## src/rtl/sem_mem_rr_arbiter.sv

```systemverilog
// Round-robin arbiter giving three CPUs the shared semaphore bit memory port; ARB_HOLD_LIMIT_EN bounds LOCK hold time.
// Latency: one cycle REQ->GNT from idle, back-to-back grants after that; the memory access is combinational in the granted cycle.
// Backpressure: non-owners see RDY=0 and stall until the round-robin reaches them; a LOCKed owner keeps the port.
module sem_mem_rr_arbiter #(
    parameter int AW       = 12,
    parameter int MAX_HOLD = 16,
    parameter int HW       = 5
) (
    input  logic          CLK,
    input  logic          CLR,
    input  logic [2:0]    REQ,
    input  logic [2:0]    LOCK,
    input  logic [2:0]    WE,
    input  logic [2:0]    OE,
    input  logic [AW-1:0] A_0,
    input  logic [AW-1:0] A_1,
    input  logic [AW-1:0] A_2,
    input  logic [2:0]    DI,
    output logic [2:0]    GNT,
    output logic [2:0]    RDY,
    output logic [2:0]    DQ,
    output logic [AW-1:0] M_A,
    output logic          M_DI,
    output logic          M_WE,
    output logic          M_OE,
    input  logic          M_DQ,
    output logic          BUSY,
    output logic          ERR
);

    typedef enum logic [1:0] {IDLE, GRANT, LOCKED} state_t;

    state_t     state_q, state_d;
    logic [2:0] gnt_q, gnt_d;
    logic [1:0] last_q, last_d;
    logic [1:0] owner;
    logic       owner_hold;
    logic       rel;

`ifdef ARB_HOLD_LIMIT_EN
    logic [HW-1:0] hold_q, hold_d;
    logic          err_q, err_d;
`else
    logic [HW-1:0] cfg_unused;
    assign cfg_unused = HW'(MAX_HOLD);
`endif

    // First requester found searching upward from last+1, wrapping; one-hot, zero if none.
    function automatic logic [2:0] rr_pick(input logic [2:0] req, input logic [1:0] last);
        logic [2:0] win;
        int         idx;
        win = 3'b000;
        idx = (last == 2'd2) ? 0 : int'(last) + 1;
        for (int k = 0; k < 3; k++) begin
            if (win == 3'b000 && req[idx]) win[idx] = 1'b1;
            idx = (idx == 2) ? 0 : idx + 1;
        end
        return win;
    endfunction

    // Current owner index from the one-hot grant.
    always_comb begin
        owner = 2'd0;
        if (gnt_q[1])      owner = 2'd1;
        else if (gnt_q[2]) owner = 2'd2;
    end

    assign owner_hold = |(gnt_q & REQ & LOCK);

    // Next-state: pick from idle, enter/leave LOCKED, and re-pick on release with LAST moved to the owner.
    always_comb begin
        state_d = state_q;
        gnt_d   = gnt_q;
        last_d  = last_q;
        rel     = 1'b0;
`ifdef ARB_HOLD_LIMIT_EN
        hold_d  = hold_q;
        err_d   = 1'b0;
`endif
        case (state_q)
            IDLE: begin
                gnt_d = rr_pick(REQ, last_q);
                if (gnt_d != 3'b000) state_d = GRANT;
            end
            GRANT: begin
                if (owner_hold) begin
                    state_d = LOCKED;
`ifdef ARB_HOLD_LIMIT_EN
                    hold_d  = '0;
`endif
                end else begin
                    rel = 1'b1;
                end
            end
            LOCKED: begin
                if (!owner_hold) begin
                    rel = 1'b1;
                end else begin
`ifdef ARB_HOLD_LIMIT_EN
                    if (hold_q == HW'(MAX_HOLD - 1)) begin
                        rel   = 1'b1;
                        err_d = 1'b1;
                    end else begin
                        hold_d = hold_q + 1'b1;
                    end
`endif
                end
            end
            default: begin
                state_d = IDLE;
                gnt_d   = 3'b000;
            end
        endcase
        if (rel) begin
            last_d  = owner;
            gnt_d   = rr_pick(REQ, owner);
            state_d = (gnt_d != 3'b000) ? GRANT : IDLE;
        end
    end

    // Arbiter state registers; reset drops any in-flight access at once.
    always_ff @(posedge CLK or negedge CLR) begin
        if (!CLR) begin
            state_q <= IDLE;
            gnt_q   <= 3'b000;
            last_q  <= 2'd2;
        end else begin
            state_q <= state_d;
            gnt_q   <= gnt_d;
            last_q  <= last_d;
        end
    end

`ifdef ARB_HOLD_LIMIT_EN
    // Hold counter and one-cycle forced-release flag.
    always_ff @(posedge CLK or negedge CLR) begin
        if (!CLR) begin
            hold_q <= '0;
            err_q  <= 1'b0;
        end else begin
            hold_q <= hold_d;
            err_q  <= err_d;
        end
    end
    assign ERR = err_q;
`else
    assign ERR = 1'b0;
`endif

    // Memory port mux: the owner's address; strobes only while the owner still requests.
    always_comb begin
        case (gnt_q)
            3'b001:  M_A = A_0;
            3'b010:  M_A = A_1;
            3'b100:  M_A = A_2;
            default: M_A = '0;
        endcase
    end

    assign GNT  = gnt_q;
    assign RDY  = gnt_q & REQ;
    assign DQ   = gnt_q & {3{M_DQ}};
    assign M_DI = |(gnt_q & DI);
    assign M_WE = |(gnt_q & WE & REQ);
    assign M_OE = |(gnt_q & OE & REQ);
    assign BUSY = (state_q != IDLE);

endmodule

```

## config.mk

```make
export PLATFORM = sky130hd
export DESIGN_NAME = sem_mem_rr_arbiter
export DESIGN_NICKNAME = d
export VERILOG_FILES = /design/src/rtl/sem_mem_rr_arbiter.sv
export SDC_FILE = /design/constraint.sdc
export NUM_CORES = 1
export LEC_CHECK = 0
export CORE_UTILIZATION = 55
export CTS_CLUSTER_DIAMETER = 200
export CTS_CLUSTER_SIZE = 24
export DETAILED_ROUTE_END_ITERATION = 10
export DONT_BUFFER_PORTS = 1
export GPL_TIMING_DRIVEN = 0
export PLACE_DENSITY = 0.84
export SETUP_SLACK_MARGIN = 0.3
export SLEW_MARGIN = 15
export SYNTH_ARGS = -nofsm -noshare
export SYNTH_HDL_FRONTEND = slang
export SYNTH_SLANG_ARGS = --single-unit
```

## constraint.sdc

```tcl
create_clock -name CLK -period 1.46 [get_ports CLK]
set_input_delay 0.292 -clock CLK [delete_from_list [all_inputs] [get_ports CLK]]
set_output_delay 0.292 -clock CLK [all_outputs]
set_load 0.02 [all_outputs]
```

==> metrics.cfg, run 1 <==
[sta]
grt-worst-endpoint=M_A[9]
endpoint_type=primary output

[place]
post-place-ws_ns=-0.233
io_buffers=0
place_hpwl_um=2040
dp_cells=142
place_congestion=0.846

[clocking]
clk_path_buf_depth=2
numCtsBuffers=3
cts.sinks=7
cts_root_buf=clkbuf_4
cts-htree-levels=1

[synth]
synth-seq-cells=7
synth_seq_area_share=0.199
synthesis.nets=184
synthesis.area_um2=887
avgSynthCellArea_um2=7.04
ys_types=34
synth_cells=126
yosysWarnings=0

[global_routing]
overflow=55
grt_max_degree=11
grt_use_total=0.824

[die]
die_w_um=42.2
io_pins=80
start_util=0.589
die_h_um=42.2
rows=14

[outcome]
failed_stage=5_1_grt
status=aborted with a tool error
stop_error=[ERROR GRT-0232] Routing congestion too high. Check the congestion heatmap in the GUI.

[repair_timing]
item / CTS
cloned: 3
gates resized for setup: 30
endpoints found under the hold margin: 7
setup buffers: 17
pin swaps: 18
setup endpoints to repair: 29
hold buffers: 1
[Yosys cell counts, drive strengths merged]
cell     number  area (um^2)
a21oi         5         25.0
a211o         1         8.76
dfstp         1         26.3
a222oi        1         10.0
nand4         1         6.26
nor2b         1         6.26
conb          1         3.75
a22oi        12         90.1
nor2          7         26.3
o2111ai       2         17.5
o31ai         1         7.51
nand2b        1         6.26
a31oi         2         12.5
o21ai        19         95.1
a41o          1         10.0
and2          5         31.3
nand2        23         86.3
o2bb2ai       1         8.76
mux2i         3         30.0
a32o          1         10.0
o22ai         1         6.26
nand3         5         47.6
clkbuf        1         3.75
inv           9         33.8
buf           8         57.6
dfrtp         6          150
and3          2         12.5
ha            4         50.1
o21a          1         7.51
[cell families after synthesis]
| group | count (synthesis) | share of synthesized area |
|---|---|---|
| compound gates | 48 | 0.348 |
| simple gates | 45 | 0.251 |
| buf+inv | 18 | 0.107 |
| flops | 7 | 0.199 |
| fa+ha+maj | 4 | 0.0564 |
| mux | 3 | 0.0339 |
| other cells | 1 | 0.00423 |
[stage by stage]
stage / hold WS, ns / TNS [ns] / area, um^2
after floorplan: -0.00359 / -0.0456 / 1060
after global placement: -0.00344 / -1.12 / 1080
after detailed placement: -0.00344 / -1.46 / 1080
after CTS: 0.212 / -4.90 / 1380
[routing by layer]
metal,overflow,GRT usage
met1,0,0.789
met2,42,1.10
met3,0,0.560
met4,13,0.888
met5,0,0
==> inputs of run 2 (changes only) <==
CORE_AREA = 2 2 63 65   (was not set)
CORE_UTILIZATION = not set   (was 55)
CTS_CLUSTER_DIAMETER = not set   (was 200)
CTS_CLUSTER_SIZE = not set   (was 24)
DIE_AREA = 0 0 65 67   (was not set)
PLACE_DENSITY = not set   (was 0.84)
PLACE_DENSITY_LB_ADDON = 0.15   (was not set)
SETUP_SLACK_MARGIN = not set   (was 0.3)
clock period = 1.9 ns   (was 1.46 ns; I/O delays follow)
==> run 2 against run 1 <==
  * The run now ends clean
  * Area after synthesis unchanged
  * Synthesized cell count unchanged
==> metrics.cfg, run 2 <==
[sta]
rsz0062_at_grt=yes
report.final.slew_viol_count=0
final.setup.worst_slack_ns=0.0404
finalCriticalPeriod_ns=1.86
finalSetupViolations=0
fin_worst_skew_ns=0.00383
fmax_mhz=538
period_share=0.979
hold_violations=0

[worst_hold_path]
hold_class=primary input to register

[die]
design.die.area_um2=4360
core_region_area_um2=3610
die_h_um=67  ; +59%
die_w_um=65  ; +54%
start_util=0.246  ; -0.343
rows=22  ; +8
io_pins=80  ; unchanged

[drt]
viasPerCell=5.41
drtIter0Drc=60
wl_per_cell_um=17.1
routed-via-count=1061
wirelength_um=3360
detail-route-antenna-nets=0
drt_first_pass_iters=4
drc=0

[pwr]
p_comb_frac=0.769
sw_frac_of_total=0.519
clkPwrFrac=0.090
intPower_uw=1130
irDropWorstVdd_uv=621
power_density_nw_per_um2=1630
leakage_uw=0.000632
seqPwrFrac=0.141
p_sw_uw=1220

[synth]
ys_top_cells_by_area=dfrtp_1, a22oi_1, nand2_1
synthesis.nets=184  ; unchanged
synth_adder_area_share=0.0564  ; unchanged
avgSynthCellArea_um2=7.04  ; unchanged
synth_seq_area_share=0.199  ; unchanged
yosysWarnings=0  ; unchanged
synth_cells=126  ; unchanged
synth_xor_area_frac=0  ; unchanged
yosysTopAreaCellShare=0.169  ; unchanged
synthFlopType=dfrtp_1
synth_mux_area_frac=0.0339  ; unchanged
ys_types=34  ; unchanged
synth_area_leader_cell=dfrtp_1
synth-compound-area-share=0.348  ; unchanged
synth-seq-cells=7  ; unchanged
synth_top_family_by_area=compound AO/OA/AOI/OAI gates
synthMostInstantiatedCell=nand2_1
synth_simple_gate_area_frac=0.251  ; unchanged
async_reset_ff_frac=1.00  ; unchanged
synth.top_cells.by_count=nand2_1, o21ai_0, a22oi_1
synthesis.area_um2=887  ; unchanged
synth_edf_count=0  ; unchanged

[global_routing]
grt_pass1_wl_um=4800
grt_use_total=0.144
overflow=0
antenna_found_initial=0
grt_pass1_vias=1056
grt_max_degree=11

[critical_path]
end_kind=primary output
cp_max_fo=5
crit_path_start_kind=register
critPathArrivalTime_ns=1.48
critical_path_class=register to primary output
required_ns=1.52

[finish]
seq_area_um2=181
fillers=369
multi_input_area_um2=865
areaGrowthSynthToFinish_pct=62.6
final_util=0.400
layout_commonest_cell=buf_4
drive_above_1_share=0.466
antenna-diode-count=0
final_nets=207
largest_reg_flops=3
final_cell_mix=buf_4, nand2_1, o21ai_4, a22oi_1, nand2_4

[clocking]
cts-htree-levels=1  ; unchanged
cts_root_buf=clkbuf_8
cts_tree=yes
path_clk_slew_ns=0.04
clk_path_buf_depth=2  ; unchanged
numCtsBuffers=3  ; unchanged
cts.sinks=7  ; unchanged
clock_latency_ns=0.23

[place]
place_hpwl_um=2370  ; +16%
post-place-ws_ns=-0.200  ; +0.0330 ns
place_congestion=0.793  ; -6.3%
io_buffers=0  ; unchanged

[job]
cap_violations=0

[outcome]
status=completed

[run 2: repair_timing]
item,CTS,global route
endpoints found under the setup margin,15,13
setup buffers,6,9
cloned,1,1
hold buffers,1,0
resized for setup,61,17
pin swaps,2,12
endpoints found under the hold margin,7,0
[run 2: path summary, 6_finish.rpt]
| kind | startpoint | endpoint | slack (ns) | cells past startpoint |
|---|---|---|---|---|
| min | REQ[1] | GNT[1]$_DFFE_PN0P_ | 0.32 | 1 |
| max | GNT[1]$_DFFE_PN0P_ | M_A[2] | 0.04 | 7 |
| min reg2reg | last_q[1]$_DFFE_PN1P_ | last_q[1]$_DFFE_PN1P_ | 0.51 | 2 |
| max in group asynchronous | CLR | last_q[1]$_DFFE_PN1P_ | 1.11 | 1 |
| min in group asynchronous | CLR | state_q[1]$_DFFE_PN0P_ | 0.49 | 1 |
| max reg2reg | state_q[0]$_DFFE_PN0P_ | state_q[0]$_DFFE_PN0P_ | 0.19 | 5 |
[run 2: metrics by stage]
step / power (uW) / hold WS (ns) / instances / instance area [um^2] / setup TNS, ns
after CTS: 2140 / 0.325 / 186 / 1290 / 0
final: 2360 / 0.325 / 196 / 1440 / 0
after floorplan: 1250 / 0.0844 / 126 / 887 / 0
after global routing: 2520 / 0.327 / 196 / 1440 / -0.0886
after detailed placement: 1450 / 0.0847 / 174 / 947 / -1.74
after global placement: 1420 / 0.0846 / 174 / 947 / -1.21
[run 2: critical path: stages (launching register included)]
cell and delay (ns):
dfrtp_1 0.38, buf_6 0.14, buf_6 0.11, nand2b_4 0.14
nor2_4 0.13, buf_6 0.17, nand2_2 0.08, o21ai_4 0.09
[run 2: area by class of cell]
type                    count  area share
plain buffers               9      0.0642
clock buffers               4      0.0312
inverters                   9      0.0260
multi-input cells         101       0.599
flip-flops and latches      7       0.126
well taps                  48      0.0416
repair buffers             18       0.112
[run 2: logic make-up (layout without fill, tap and decap cells)]
logic type | after synthesis | in the layout
compound gates | 48 | 48
simple gates | 45 | 45
flops | 7 | 7
mux | 3 | 3
fa+ha+maj | 4 | 4
other cells | 1 | 1
buf+inv | 18 | 40
[run 2: metal layers]
| layer | global-route usage | wire, um | up-vias |
|---|---|---|---|
| met2 | 0.280 | 1780 | 58 |
| li1 | - | - | 498 |
| met3 | 0.0270 | 304 | 4 |
| met1 | 0.146 | 1240 | 501 |
| met4 | 0.0718 | 43 | 0 |
| met5 | 0 | 0 | - |
[run 2: power by group through the flow]
| stage | Sequential, uW | Combinational, uW | Clock, uW |
|---|---|---|---|
| 2_1_floorplan | 292 | 954 | 0 |
| 3_3_place_gp | 315 | 1110 | 0 |
| 3_5_place_dp | 319 | 1130 | 0 |
| 4_1_cts | 338 | 1580 | 220 |
| 5_1_grt | 346 | 1950 | 230 |
| 6_report | 333 | 1810 | 212 |
(Power assumes the default switching activity.)
